`src/rtl/morse_pkg.sv`:
```
// Shared Morse constants and types for the key-capture front end and the letter decoder.
package morse_pkg;

    // Two-bit symbol codes packed right-aligned into an 8-bit letter code.
    localparam logic [1:0] SYM_NONE = 2'b00;
    localparam logic [1:0] SYM_DOT  = 2'b01;
    localparam logic [1:0] SYM_DASH = 2'b11;

    // Longest letter the 8-bit code can hold.
    localparam int MAX_SYMBOLS = 4;

    typedef enum logic [2:0] {
        ST_IDLE,
        ST_PRESS,
        ST_GAP,
        ST_LATCH,
        ST_STROBE
    } capture_state_t;

    // Maps a press classification onto its symbol code.
    function automatic logic [1:0] classify(input logic is_dash);
        return is_dash ? SYM_DASH : SYM_DOT;
    endfunction

endpackage

```
`src/rtl/key_debouncer.sv`:
```
// Two-flop synchronizer followed by a stability-count debouncer with edge pulses.
module key_debouncer #(
    parameter int CNT_W           = 27,
    parameter int DEBOUNCE_CYCLES = 1_000_000
) (
    input  logic clk,
    input  logic reset,
    input  logic raw_in,
    output logic clean_out,
    output logic rise,
    output logic fall
);

    localparam logic [CNT_W-1:0] DEBOUNCE_LIM = CNT_W'(DEBOUNCE_CYCLES - 1);

    logic             sync_1;
    logic             sync_2;
    logic [CNT_W-1:0] stable_cnt;
    logic             toggle;

    // The debounced value flips once the synced value has disagreed long enough.
    assign toggle = (sync_2 != clean_out) && (stable_cnt == DEBOUNCE_LIM);

    // Bring the raw key into the clock domain.
    always_ff @(posedge clk or posedge reset) begin
        // NOTE: sequential state uses non-blocking assignments so every flop samples pre-edge values.
        if (reset) begin
            sync_1 <= 1'b0;
            sync_2 <= 1'b0;
        end else begin
            sync_1 <= raw_in;
            sync_2 <= sync_1;
        end
    end

    // Count disagreement cycles; update the clean value and emit single-cycle edge pulses.
    always_ff @(posedge clk or posedge reset) begin
        if (reset) begin
            stable_cnt <= '0;
            clean_out  <= 1'b0;
            rise       <= 1'b0;
            fall       <= 1'b0;
        end else begin
            rise <= toggle && sync_2;
            fall <= toggle && !sync_2;
            if (sync_2 == clean_out || toggle) begin
                stable_cnt <= '0;
            end else begin
                stable_cnt <= stable_cnt + 1'b1;
            end
            if (toggle) begin
                clean_out <= sync_2;
            end
        end
    end

endmodule

```
`src/rtl/morse_key_capture.sv`:
```
// Times debounced key presses, packs dots/dashes into a letter code and strobes it after a gap.
module morse_key_capture
    import morse_pkg::*;
#(
    parameter int CNT_W           = 27,
    parameter int DEBOUNCE_CYCLES = 1_000_000,
    parameter int DASH_CYCLES     = 20_000_000,
    parameter int GAP_CYCLES      = 60_000_000
) (
    input  logic       clk,
    input  logic       reset,
    input  logic       key_in,
    output logic [7:0] letter_bits,
    output logic       letter_valid,
    output logic [2:0] symbol_count,
    output logic       overflow,
    output logic       busy
);

    // The press counter is cleared in the cycle the rise is seen, so it lags the
    // true debounced press length by one; the dash threshold compensates.
    localparam logic [CNT_W-1:0] DASH_LIM = CNT_W'(DASH_CYCLES - 1);
    localparam logic [CNT_W-1:0] GAP_LIM  = CNT_W'(GAP_CYCLES - 1);

    capture_state_t   state;
    logic [CNT_W-1:0] press_cnt;
    logic [CNT_W-1:0] gap_cnt;
    logic [7:0]       shadow;
    logic             overflow_pending;
    logic             press_pending;
    logic             key_clean;
    logic             key_rise;
    logic             key_fall;

    key_debouncer #(
        .CNT_W          (CNT_W),
        .DEBOUNCE_CYCLES(DEBOUNCE_CYCLES)
    ) u_debouncer (
        .clk      (clk),
        .reset    (reset),
        .raw_in   (key_in),
        .clean_out(key_clean),
        .rise     (key_rise),
        .fall     (key_fall)
    );

    assign busy = (symbol_count != 3'd0) || key_clean;

    // Letter capture FSM with registered outputs.
    always_ff @(posedge clk or posedge reset) begin
        if (reset) begin
            state            <= ST_IDLE;
            press_cnt        <= '0;
            gap_cnt          <= '0;
            shadow           <= '0;
            overflow_pending <= 1'b0;
            press_pending    <= 1'b0;
            letter_bits      <= 8'h00;
            letter_valid     <= 1'b0;
            symbol_count     <= 3'd0;
            overflow         <= 1'b0;
        end else begin
            // NOTE: default-low here makes letter_valid a one-cycle pulse without extra state.
            letter_valid <= 1'b0;
            case (state)
                ST_IDLE: begin
                    if (key_rise || press_pending) begin
                        press_cnt     <= '0;
                        press_pending <= 1'b0;
                        state         <= ST_PRESS;
                    end
                end
                ST_PRESS: begin
                    if (press_cnt != '1) begin
                        press_cnt <= press_cnt + 1'b1;
                    end
                    if (key_fall) begin
                        if (symbol_count < 3'(MAX_SYMBOLS)) begin
                            shadow       <= {shadow[5:0], classify(press_cnt >= DASH_LIM)};
                            symbol_count <= symbol_count + 3'd1;
                        end else begin
                            overflow_pending <= 1'b1;
                        end
                        gap_cnt <= '0;
                        state   <= ST_GAP;
                    end
                end
                ST_GAP: begin
                    if (key_rise) begin
                        press_cnt <= '0;
                        state     <= ST_PRESS;
                    end else if (gap_cnt == GAP_LIM) begin
                        state <= ST_LATCH;
                    end else begin
                        gap_cnt <= gap_cnt + 1'b1;
                    end
                end
                ST_LATCH: begin
                    letter_bits <= overflow_pending ? 8'h00 : shadow;
                    overflow    <= overflow_pending;
                    if (key_rise) begin
                        press_pending <= 1'b1;
                    end
                    state <= ST_STROBE;
                end
                ST_STROBE: begin
                    letter_valid     <= 1'b1;
                    shadow           <= {MAX_SYMBOLS{SYM_NONE}};
                    symbol_count     <= 3'd0;
                    overflow_pending <= 1'b0;
                    if (key_rise) begin
                        press_pending <= 1'b1;
                    end
                    state <= ST_IDLE;
                end
                default: state <= ST_IDLE;
            endcase
        end
    end

endmodule

```
`config.mk`:
```
export PLATFORM = sky130hd
export DESIGN_NAME = morse_key_capture
export DESIGN_NICKNAME = d
export VERILOG_FILES = /design/src/rtl/morse_pkg.sv /design/src/rtl/key_debouncer.sv /design/src/rtl/morse_key_capture.sv
export SDC_FILE = /design/constraint.sdc
export NUM_CORES = 1
export LEC_CHECK = 0
export BUFFER_PORTS_ARGS = -buffer_cell sky130_fd_sc_hd__buf_2
export CAP_MARGIN = 25
export CORE_MARGIN = 5
export CORE_UTILIZATION = 62
export DETAILED_ROUTE_END_ITERATION = 16
export PLACE_DENSITY = 0.79
export SLEW_MARGIN = 40
export SYNTH_ARGS = -nofsm -noshare
export SYNTH_HDL_FRONTEND = slang
export SYNTH_HIERARCHICAL = 1
export SYNTH_SLANG_ARGS = --single-unit
```
`constraint.sdc`:
```
create_clock -name clk -period 2.8 [get_ports clk]
set_input_delay 0 -clock clk [delete_from_list [all_inputs] [get_ports clk]]
set_output_delay 0 -clock clk [all_outputs]
set_load 0.005 [all_outputs]
```
==> results.md <==
- Initial core utilization: 0.636
- Max-Cap Viols: 0
- Non-filler instance count after layout: 772
- EDFF count, synth: 0
- FP Rows: 35
- NetSw: 0.000627 W
- Die Y: 107 µm
- Wire length per cell: 16.5 µm
- Drt pass-1 iters: 5
- Period utilisation layout: 0.865
- Clk pwr share: 0.360
- Top FF cell, synth: dfrtp_1
- Crit path max fanout: 7
- # IOs: 17
- Initial antenna violation count: 0
- Switching Share: 0.239
- Final Max Tran Viols: 0
- First-pass GRT wire length: 22.3 mm
- Gr busiest metal: met2
- Average cell area after synthesis: 9.09 µm²
- Synthesized cell area: 5840 µm²
- Final min period: 2420 ps
- RePlAce Congestion: 0.944
- Crit end category: register
- FF+latch count, synth: 112
- Final Net Count: 664
- Fill cells: 740
- Die W: 107 µm
- Root Buffer: clkbuf_8
- Worst-Skew Late Latency: 380 ps
- Tot Pwr: 0.00262 W
- Outcome: complete, no violations
- Worst setup SP type: register
- Vias in the first global route: 4,778
- R2R setup slack: 380 ps
- # diodes: 0
- Reg clk slew, reported paths: 110 ps
- Fin Setup TNS: 0 ps
- Part of the power in combinational logic: 0.020
- Final WS setup: 377 ps
- Cells after synthesis: 643
- Final antenna-violating net count: 0
- Syn nets: 651
- Synth cell types: 57
- Min-Delay Path Class: in2async
- Most common cell after layout, fill and taps aside: dfrtp_1
- WP data required: 3080 ps
- Vias/cell: 6.55
- Commonest non-fill, non-tap cells in the layout: 112 x dfrtp_1, 69 x nand2_1, 49 x nor2_1
- CTS buffer count: 9
- Final setup violation count: 0
- Pin count of the biggest net entering global routing: 59
- # H-tree levels: 3
- Drt total wl: 12.8 mm
- GRT Util Overall: 0.236
- Slew headroom: 0.423
- Internal power: 0.00200 W
- Core area: 9200 µm²
- Layout cell share with drive strength beyond 1: 0.0968
- Highest Clock Rate: 413 MHz
- M2 GR Usage: 0.382
- CTS Hold Bufs: 2
- HPWL after detailed placement: 8.58 mm
- Via Count: 5,057
- CTS tree: yes
- Worst setup path class: reg2reg
- Flop pwr share: 0.620
- Met1 Usage GRT: 0.323
- DP Worst Slack: 497 ps
- Least-Margin Pin Slew: 861 ps
- Buffer count from post-CTS setup fixing: 0
- Critical path arrival: 2700 ps
- Pwr/cell area: 419 nW/µm²
- Max clock buf depth: 2
- Post-synth ARST share: 1.00
- Grt total ovfl: 0
- Post-cts sizing count: 0
- Post-Route Skew: 8.88 ps
- Syn. warnings: 6
- Die area: 11,500 µm²
- Inst Count DP: 754
- Final hold vios: 0
- Met3 GRT Util: 0.0470
- RSZ-0062 raised after global routing: false
- Peak supply drop: 0.424 mV
- Number of port buffers: 16
- P&R area growth vs syn: 7.11%
- DRC viols: 0
- Register area share after synthesis: 0.480
- Clk sinks: 112
- Starting DRC count in detailed routing: 376
- Pleak: 2.67 nW
## routing by layer
layer,up-vias,part of all wire
li1,2394,-
met1,2497,0.45
met2,149,0.49
met3,17,0.048
met4,0,0.010
met5,-,0
## stage by stage
step	hold slack [ps]	utilization	instance area, µm²
6_report	205	0.681	6260
3_3_place_gp	110	0.658	6050
5_1_grt	258	0.681	6260
4_1_cts	204	0.681	6260
3_5_place_dp	84.3	0.658	6050
2_1_floorplan	31.4	-	5840
## critical path, cell delays in order, from the launching register on
cell and delay (ps):
dfrtp_1 430, ha_1 290, nand2_1 100, nor2_1 470, a31oi_1 450, and3b_1 320
a211o_1 260
## synth_stat cells (3+ instances only)
cell type	count	area share
nand3b_1	3	0.0039
o31ai_1	14	0.018
a31oi_1	17	0.018
or3_1	18	0.019
o211ai_1	3	0.0039
or2_2	4	0.0043
nand2b_1	10	0.011
nand4_1	25	0.027
buf_2	7	0.0060
ha_1	5	0.011
xor2_1	15	0.022
and4_1	5	0.0075
o21ai_0	37	0.032
a21o_1	3	0.0039
o311ai_0	7	0.010
nand3_1	46	0.039
xnor2_1	11	0.016
a31o_2	3	0.0045
or4_1	17	0.022
a32oi_1	4	0.0060
and3_1	12	0.013
nand4_2	3	0.0064
dfrtp_1	112	0.48
a21oi_1	44	0.038
inv_1	19	0.012
nor2_1	49	0.031
nor3_1	13	0.011
nor4_1	11	0.012
nand2_1	69	0.044
and2_1	5	0.0054
clkbuf_1	20	0.013
## state kept, by name (all words and copies together) (netlist names)
| register | count |
|---|---|
| gap_cnt | 27 |
| letter_bits | 8 |
| letter_valid | 1 |
| overflow | 1 |
| overflow_pending | 1 |
| press_cnt | 27 |
| press_pending | 1 |
| shadow | 8 |
| state | 3 |
| symbol_count | 3 |
| u_debouncer/clean_out | 1 |
| u_debouncer/fall | 1 |
| u_debouncer/rise | 1 |
| u_debouncer/stable_cnt | 27 |
| u_debouncer/sync_1 | 1 |
| u_debouncer/sync_2 | 1 |
## worst paths after layout
path                                               from                            to  cells after the start
setup / recovery               press_cnt[0]$_DFFE_PP0P_      press_cnt[2]$_DFFE_PP0P_                      6
hold / removal                                    reset      press_cnt[2]$_DFFE_PP0P_                      3
setup reg to reg               press_cnt[0]$_DFFE_PP0P_      press_cnt[2]$_DFFE_PP0P_                      6
hold reg to reg            u_debouncer/sync_1$_DFF_PP0_  u_debouncer/sync_2$_DFF_PP0_                      0
max in group asynchronous                         reset       gap_cnt[25]$_DFFE_PP0P_                      4
min in group clk                                 key_in  u_debouncer/sync_1$_DFF_PP0_                      2
## cell type report
class,count,area (µm²),area share
multi-input cells,482,2850,0.455
flip-flops and latches,112,2800,0.448
repair buffers,32,205,0.0328
clock buffers,11,141,0.0226
well taps,111,139,0.0222
inverters,19,76.3,0.0122
clock inverters,5,46.3,0.00740
## power groups by stage
| stage | Combinational (W) | Clock, W | Sequential, W |
|---|---|---|---|
| finish | 0.0000527 | 0.000945 | 0.00163 |
| global route | 0.0000633 | 0.00103 | 0.00163 |
| CTS | 0.0000553 | 0.000969 | 0.00163 |
| detailed placement | 0.0000532 | 0 | 0.00166 |
| global placement | 0.0000519 | 0 | 0.00166 |
| floorplan | 0.0000362 | 0 | 0.00166 |
## cell families (layout without fill, tap and decap cells)
group           after synthesis  in the layout  synth area share
compound gates              146            146             0.156
xor+xnor                     26             26            0.0390
fa+ha+maj                     5              5            0.0107
buf+inv                      49             67            0.0338
flops                       112            112             0.480
mux                           4              4           0.00728
simple gates                301            301             0.274
No activity file was read; power rests on OpenSTA's default activity.
